`src/rtl/counter_ctrl_pkg.sv`:
```
// counter_ctrl_pkg: shared types and constants for the counter run controller.
//   cmd_op_e      command encoding carried on cmd_op
//   ctrl_state_e  controller FSM state (also exported on state_dbg)
//   DONE_CNT_W    width of the optional done counter (COUNTER_CTRL_STATUS_EN)
package counter_ctrl_pkg;

    typedef enum logic [1:0] {
        CMD_START = 2'd0,
        CMD_STOP  = 2'd1,
        CMD_LOAD  = 2'd2,
        CMD_CLEAR = 2'd3
    } cmd_op_e;

    typedef enum logic [1:0] {
        ST_IDLE = 2'd0,
        ST_RUN  = 2'd1,
        ST_DONE = 2'd2
    } ctrl_state_e;

    localparam int DONE_CNT_W = 8;
    localparam logic [DONE_CNT_W-1:0] DONE_CNT_MAX = '1;

endpackage

```
`src/rtl/counter_prescaler.sv`:
```
// counter_prescaler: divides the run time into DIV-cycle slots.
//   clk    system clock, rising edge
//   reset  asynchronous active-low reset
//   clr    synchronous restart of the slot (next cycle is slot position 0)
//   run    count while high, hold while low
//   tick   high for one cycle every DIV cycles while run is high; the first
//          tick comes in the DIV-th running cycle after a clr
module counter_prescaler #(
    parameter int DIV = 1
) (
    input  logic clk,
    input  logic reset,
    input  logic clr,
    input  logic run,
    output logic tick
);

    localparam int PW = (DIV > 1) ? $clog2(DIV) : 1;
    localparam logic [PW-1:0] LAST = PW'(DIV - 1);

    logic [PW-1:0] pos;

    always_ff @(posedge clk or negedge reset) begin
        if (!reset) begin
            pos <= '0;
        end else if (clr) begin
            pos <= '0;
        end else if (run) begin
            pos <= (pos == LAST) ? '0 : PW'(pos + 1'b1);
        end
    end

    assign tick = run && (pos == LAST);

endmodule

```
`src/rtl/counter_ctrl.sv`:
```
// counter_ctrl: run controller for a WIDTH-bit synchronous counter.
// Takes single-cycle commands, runs the counter up to a target at a rate set
// by the prescaler, and flags completion (one-shot or auto-reload).
//
// Command handshake: cmd_valid qualifies cmd_op/cmd_arg/auto_reload for one
// cycle; there is no ready, every command is consumed in the cycle it is
// valid and its effect shows on the registered outputs the next cycle.
//
// Ports:
//   clk, reset           clock, asynchronous active-low reset
//   cmd_valid, cmd_op    command strobe and opcode (cmd_op_e)
//   cmd_arg              START target / LOAD value
//   auto_reload          reload mode, sampled with START
//   count                counter value fed back from the counter
//   cnt_en/clr/load      counter strobes; cnt_load_val valid with cnt_load
//   busy                 controller in RUN
//   done, err            one-cycle completion / illegal-command pulses
//   done_cnt             saturating done count (only with COUNTER_CTRL_STATUS_EN)
//   state_dbg            current FSM state
module counter_ctrl
    import counter_ctrl_pkg::*;
#(
    parameter int WIDTH = 4,
    parameter int DIV   = 1
) (
    input  logic                  clk,
    input  logic                  reset,
    input  logic                  cmd_valid,
    input  logic [1:0]            cmd_op,
    input  logic [WIDTH-1:0]      cmd_arg,
    input  logic                  auto_reload,
    input  logic [WIDTH-1:0]      count,
    output logic                  cnt_en,
    output logic                  cnt_clr,
    output logic                  cnt_load,
    output logic [WIDTH-1:0]      cnt_load_val,
    output logic                  busy,
    output logic                  done,
    output logic                  err,
`ifdef COUNTER_CTRL_STATUS_EN
    output logic [DONE_CNT_W-1:0] done_cnt,
`endif
    output ctrl_state_e           state_dbg
);

    ctrl_state_e      state, state_d;
    logic [WIDTH-1:0] target, target_d;
    logic             reload, reload_d;
    logic             en_d, clr_d, load_d, done_d, err_d, busy_d;
    logic [WIDTH-1:0] load_val_d;
    logic             pre_clr, tick;
    logic             stale, match;
    logic [WIDTH-1:0] pend;
    cmd_op_e          op;

    counter_prescaler #(.DIV(DIV)) u_prescaler (
        .clk   (clk),
        .reset (reset),
        .clr   (pre_clr),
        .run   (state == ST_RUN),
        .tick  (tick)
    );

    always_comb begin
        state_d    = state;
        target_d   = target;
        reload_d   = reload;
        en_d       = 1'b0;
        clr_d      = 1'b0;
        load_d     = 1'b0;
        load_val_d = '0;
        done_d     = 1'b0;
        err_d      = 1'b0;
        pre_clr    = 1'b0;
        op         = cmd_op_e'(cmd_op);

        // count lags a clr/load strobe by one cycle, so it is not trusted then.
        stale = cnt_clr || cnt_load;
        match = (state == ST_RUN) && !stale && (count == target);
        // Value count will show next cycle given the strobe now in flight;
        // used to stop enabling before the counter overshoots the target.
        if (cnt_clr)
            pend = '0;
        else if (cnt_load)
            pend = cnt_load_val;
        else if (cnt_en)
            pend = count + WIDTH'(1);
        else
            pend = count;

        if (cmd_valid && op == CMD_CLEAR) begin
            clr_d   = 1'b1;
            pre_clr = 1'b1;
            state_d = ST_IDLE;
        end else if (cmd_valid && op == CMD_STOP && state == ST_RUN) begin
            pre_clr = 1'b1;
            state_d = ST_IDLE;
        end else begin
            if (cmd_valid && (op == CMD_START || op == CMD_LOAD)) begin
                if (state == ST_RUN) begin
                    err_d = 1'b1;
                end else if (op == CMD_START) begin
                    target_d = cmd_arg;
                    reload_d = auto_reload;
                    pre_clr  = 1'b1;
                    state_d  = ST_RUN;
                end else begin
                    load_d     = 1'b1;
                    load_val_d = cmd_arg;
                end
            end
            // A dropped START/LOAD above still lets the match be processed.
            if (state == ST_RUN) begin
                if (match) begin
                    done_d  = 1'b1;
                    pre_clr = 1'b1;
                    if (reload)
                        clr_d = 1'b1;
                    else
                        state_d = ST_DONE;
                end else begin
                    en_d = tick && (pend != target);
                end
            end
        end

        busy_d = (state_d == ST_RUN);
    end

    always_ff @(posedge clk or negedge reset) begin
        if (!reset) begin
            state        <= ST_IDLE;
            target       <= '0;
            reload       <= 1'b0;
            cnt_en       <= 1'b0;
            cnt_clr      <= 1'b0;
            cnt_load     <= 1'b0;
            cnt_load_val <= '0;
            busy         <= 1'b0;
            done         <= 1'b0;
            err          <= 1'b0;
        end else begin
            state        <= state_d;
            target       <= target_d;
            reload       <= reload_d;
            cnt_en       <= en_d;
            cnt_clr      <= clr_d;
            cnt_load     <= load_d;
            cnt_load_val <= load_val_d;
            busy         <= busy_d;
            done         <= done_d;
            err          <= err_d;
        end
    end

`ifdef COUNTER_CTRL_STATUS_EN
    always_ff @(posedge clk or negedge reset) begin
        if (!reset) begin
            done_cnt <= '0;
        end else if (cmd_valid && op == CMD_CLEAR) begin
            done_cnt <= '0;
        end else if (done_d && done_cnt != DONE_CNT_MAX) begin
            done_cnt <= done_cnt + 1'b1;
        end
    end
`endif

    assign state_dbg = state;

endmodule

```
`config.mk`:
```
export PLATFORM = sky130hd
export DESIGN_NAME = counter_ctrl
export DESIGN_NICKNAME = d
export VERILOG_FILES = /design/src/rtl/counter_ctrl_pkg.sv /design/src/rtl/counter_prescaler.sv /design/src/rtl/counter_ctrl.sv
export SDC_FILE = /design/constraint.sdc
export NUM_CORES = 1
export LEC_CHECK = 0
export CAP_MARGIN = 15
export CORE_ASPECT_RATIO = 0.9
export CORE_MARGIN = 2
export CORE_UTILIZATION = 30
export CTS_CLUSTER_DIAMETER = 30
export CTS_CLUSTER_SIZE = 14
export DETAILED_ROUTE_END_ITERATION = 16
export SYNTH_ARGS = -nofsm -noshare
export SYNTH_HDL_FRONTEND = slang
export SYNTH_HIERARCHICAL = 1
export SYNTH_SLANG_ARGS = --single-unit
export TNS_END_PERCENT = 50
```
`constraint.sdc`:
```
create_clock -name clk -period 2 [get_ports clk]
set_clock_uncertainty 0.15 [all_clocks]
set_input_delay 0.4 -clock clk [delete_from_list [all_inputs] [get_ports clk]]
set_output_delay 0.4 -clock clk [all_outputs]
set_load 0.1 [all_outputs]
```
==> key figures <==
Yosys
  • Post-Syn Nets: 92
  • Synth warnings: 6
  • Post-Syn Area: about 840 sq um
  • Syn Area/Cell: 10.97 sq um
  • Synthesized instance count: 77

Floorplan
  • I/O Pins: 26
  • Die height: 54.34 um
  • Die Footprint: between 3000 and 4000 sq um
  • Core Rows: 18
  • Die Wd: 59.93 um
  • CORE AREA: ~2700 sq um
  • Starting Density: 0.3125

CTS
  • Total setup buffers inserted after CTS: 0
  • Post-CTS sizing: 0
  • Worst-path clk slew: about 100 ps
  • Clk Latency, worst-skew pair: between 200 and 300 ps
  • CTS Buf Count: 3
  • Root buf cell: clkbuf_4
  • Worst-case clock buffer depth: 2
  • Clk sinks: 17
  • Post-CTS Hold Buffers: 0
  • H-tree levels: 1
  • CTS tree: done

Job
  • Max Cap Viol: 0

Finish
  • Layout area overhead: 56.44%
  • Multi-input gate area: approximately 400 sq um
  • Number of diodes: 0
  • Number of fill cells in the layout: roughly 250
  • Share of layout cells above drive strength 1: 0.2973
  • Register area: 430.4 sq um
  • Nets: 127

Drt
  • Avg Vias per Cell: ~4.8
  • Initial DRC Count: 19
  • 1st-pass router iterations: 5
  • Final ANT Viol Nets: 0
  • Post-Route WL: around 1700 um
  • Vias: about 680
  • Wire length per cell: 12.28 um
  • DRC viols: 0

Power
  • Leakage: around 0.00057 uW
  • P_sw: between 400 and 500 uW
  • Clock power share: 0.152
  • Peak supply drop: 0.4644 mV
  • Combinational power share: 0.445
  • Share of power burned in registers: 0.403
  • P per Cell Area: about 900 nW/um^2
  • Internal Power: about 720 uW
  • Sw frac: 0.3966

STA
  • Final Max Slew Viols: 0
  • Minimum hold slack: just under 300 ps
  • Final Hold Vio Count: 0
  • Relative slew slack: 0.7737
  • RSZ-0062 raised after global routing: no
  • Final setup violation count: 0
  • Fin crit period: about 1900 ps
  • Setup_tns: 0 ps
  • Max Freq: around 530 MHz
  • Fin crit share: 0.9398
  • Worst Tran Pin Value: roughly 340 ps

Outcome
  • Status: completed

Worst setup path
  • Critical path startpoint category: primary input
  • Worst Path Arrival: ~1900 ps
  • R2r startpoint: state_dbg[1]
  • Crit. Startpoint: count[0]
  • Worst Setup Path Type: primary input to register
  • CP required: 2020 ps
  • Reg2reg end: state_dbg[0]
  • CP Cell Sequence: clkdlybuf4s50_1 -> ha_1 -> mux2i_1 -> a211oi_2 -> xnor2_1 -> o311a_1 -> a31oi_1
  • Number of cells on the critical path: 7
  • Worst setup endpoint: cnt_en
  • CP Buf/Inv Count: 1
  • R2R setup slack: approximately 230 ps
  • Slowest CP cell: clkdlybuf4s50_1
  • Worst Setup End Kind: register
  • Largest fanout on the critical path: 4
  • Crit path largest cell delay: approximately 480 ps
  • CP top delay family: compound AO/OA/AOI/OAI gates
  • R2r worst-path depth: 5

Hold path
  • Worst hold-check path type: primary input to async pin

Global routing
  • Largest net degree at the start of global routing: 18
  • Global-route wire length before repair: approximately 3100 um
  • Initial antenna violation count: 0
  • Global route overflow: 0
  • Vias in the first global route: roughly 690
  • Gr usage total: 0.1270

Placement
  • Port buffer count: 25
  • Routability Congestion: a little under 0.8
  • Post-DP HPWL: around 1300 um
## area by class of cell
cell class / count / area share
multi-input combinational: 56 / 0.3030
clock buffer: 4 / 0.01989
sequential: 17 / 0.3258
inverter: 3 / 0.008523
timing repair buffer: 31 / 0.3144
tap: 30 / 0.02841
## flip-flops by register name, indices dropped and copies added (netlist names)
signal        count
state_dbg         2
cnt_load          1
cnt_en            1
cnt_clr           1
cnt_load_val      4
busy              1
err               1
done              1
reload            1
target            4
## stage by stage
step           setup slack (ps)  total power, uW  instances  utilization  cell area (sq um)
3_5_place_dp             -174.7             1021        137       0.4792               1295
5_1_grt                   3.172             1265        141       0.4889               1321
4_1_cts                   127.3             1204        141       0.4889               1321
6_report                  120.3             1193        141       0.4889               1321
2_1_floorplan             87.50            820.6         77            -              849.6
3_3_place_gp             -128.8             1016        137       0.4792               1295
## cell usage in the layout, fill, tap and decap left out, types with 3 or more instances in the layout
cell	instances
dfrtp_1	13
buf_12	12
nand4_1	3
inv_1	3
clkdlybuf4s50_1	13
xor2_1	4
nand2_1	4
buf_4	6
mux2_2	5
clkbuf_4	3
o21ai_0	6
nor2_1	5
and2_1	5
dfrtp_2	4
xnor2_1	6
## worst min path at each step
stage / start / end / slack, ps
after floorplan: reset / busy / -50
after global placement: reload / reload / 380
after detailed placement: reload / reload / 400
after CTS: reset / done / 290
after global routing: reset / target[3] / 310
final: reset / cnt_load / 290
## power groups by stage
stage / sequential (uW) / combinational (uW) / clock [uW]
2_1_floorplan: 643 / 177 / 0
3_3_place_gp: 486 / 530 / 0
3_5_place_dp: 488 / 533 / 0
4_1_cts: 481 / 535 / 187
5_1_grt: 494 / 569 / 202
6_report: 481 / 531 / 181
## metal layers
metal / part of all wire / up-vias / global-route usage
met5: 0 / - / 0
met4: 0.011 / 0 / 0.04444
met1: 0.45 / 318 / 0.1798
met3: 0.048 / 2 / 0.01418
met2: 0.49 / 20 / 0.2011
li1: - / 336 / -
No activity file was read; power rests on OpenSTA's default activity.
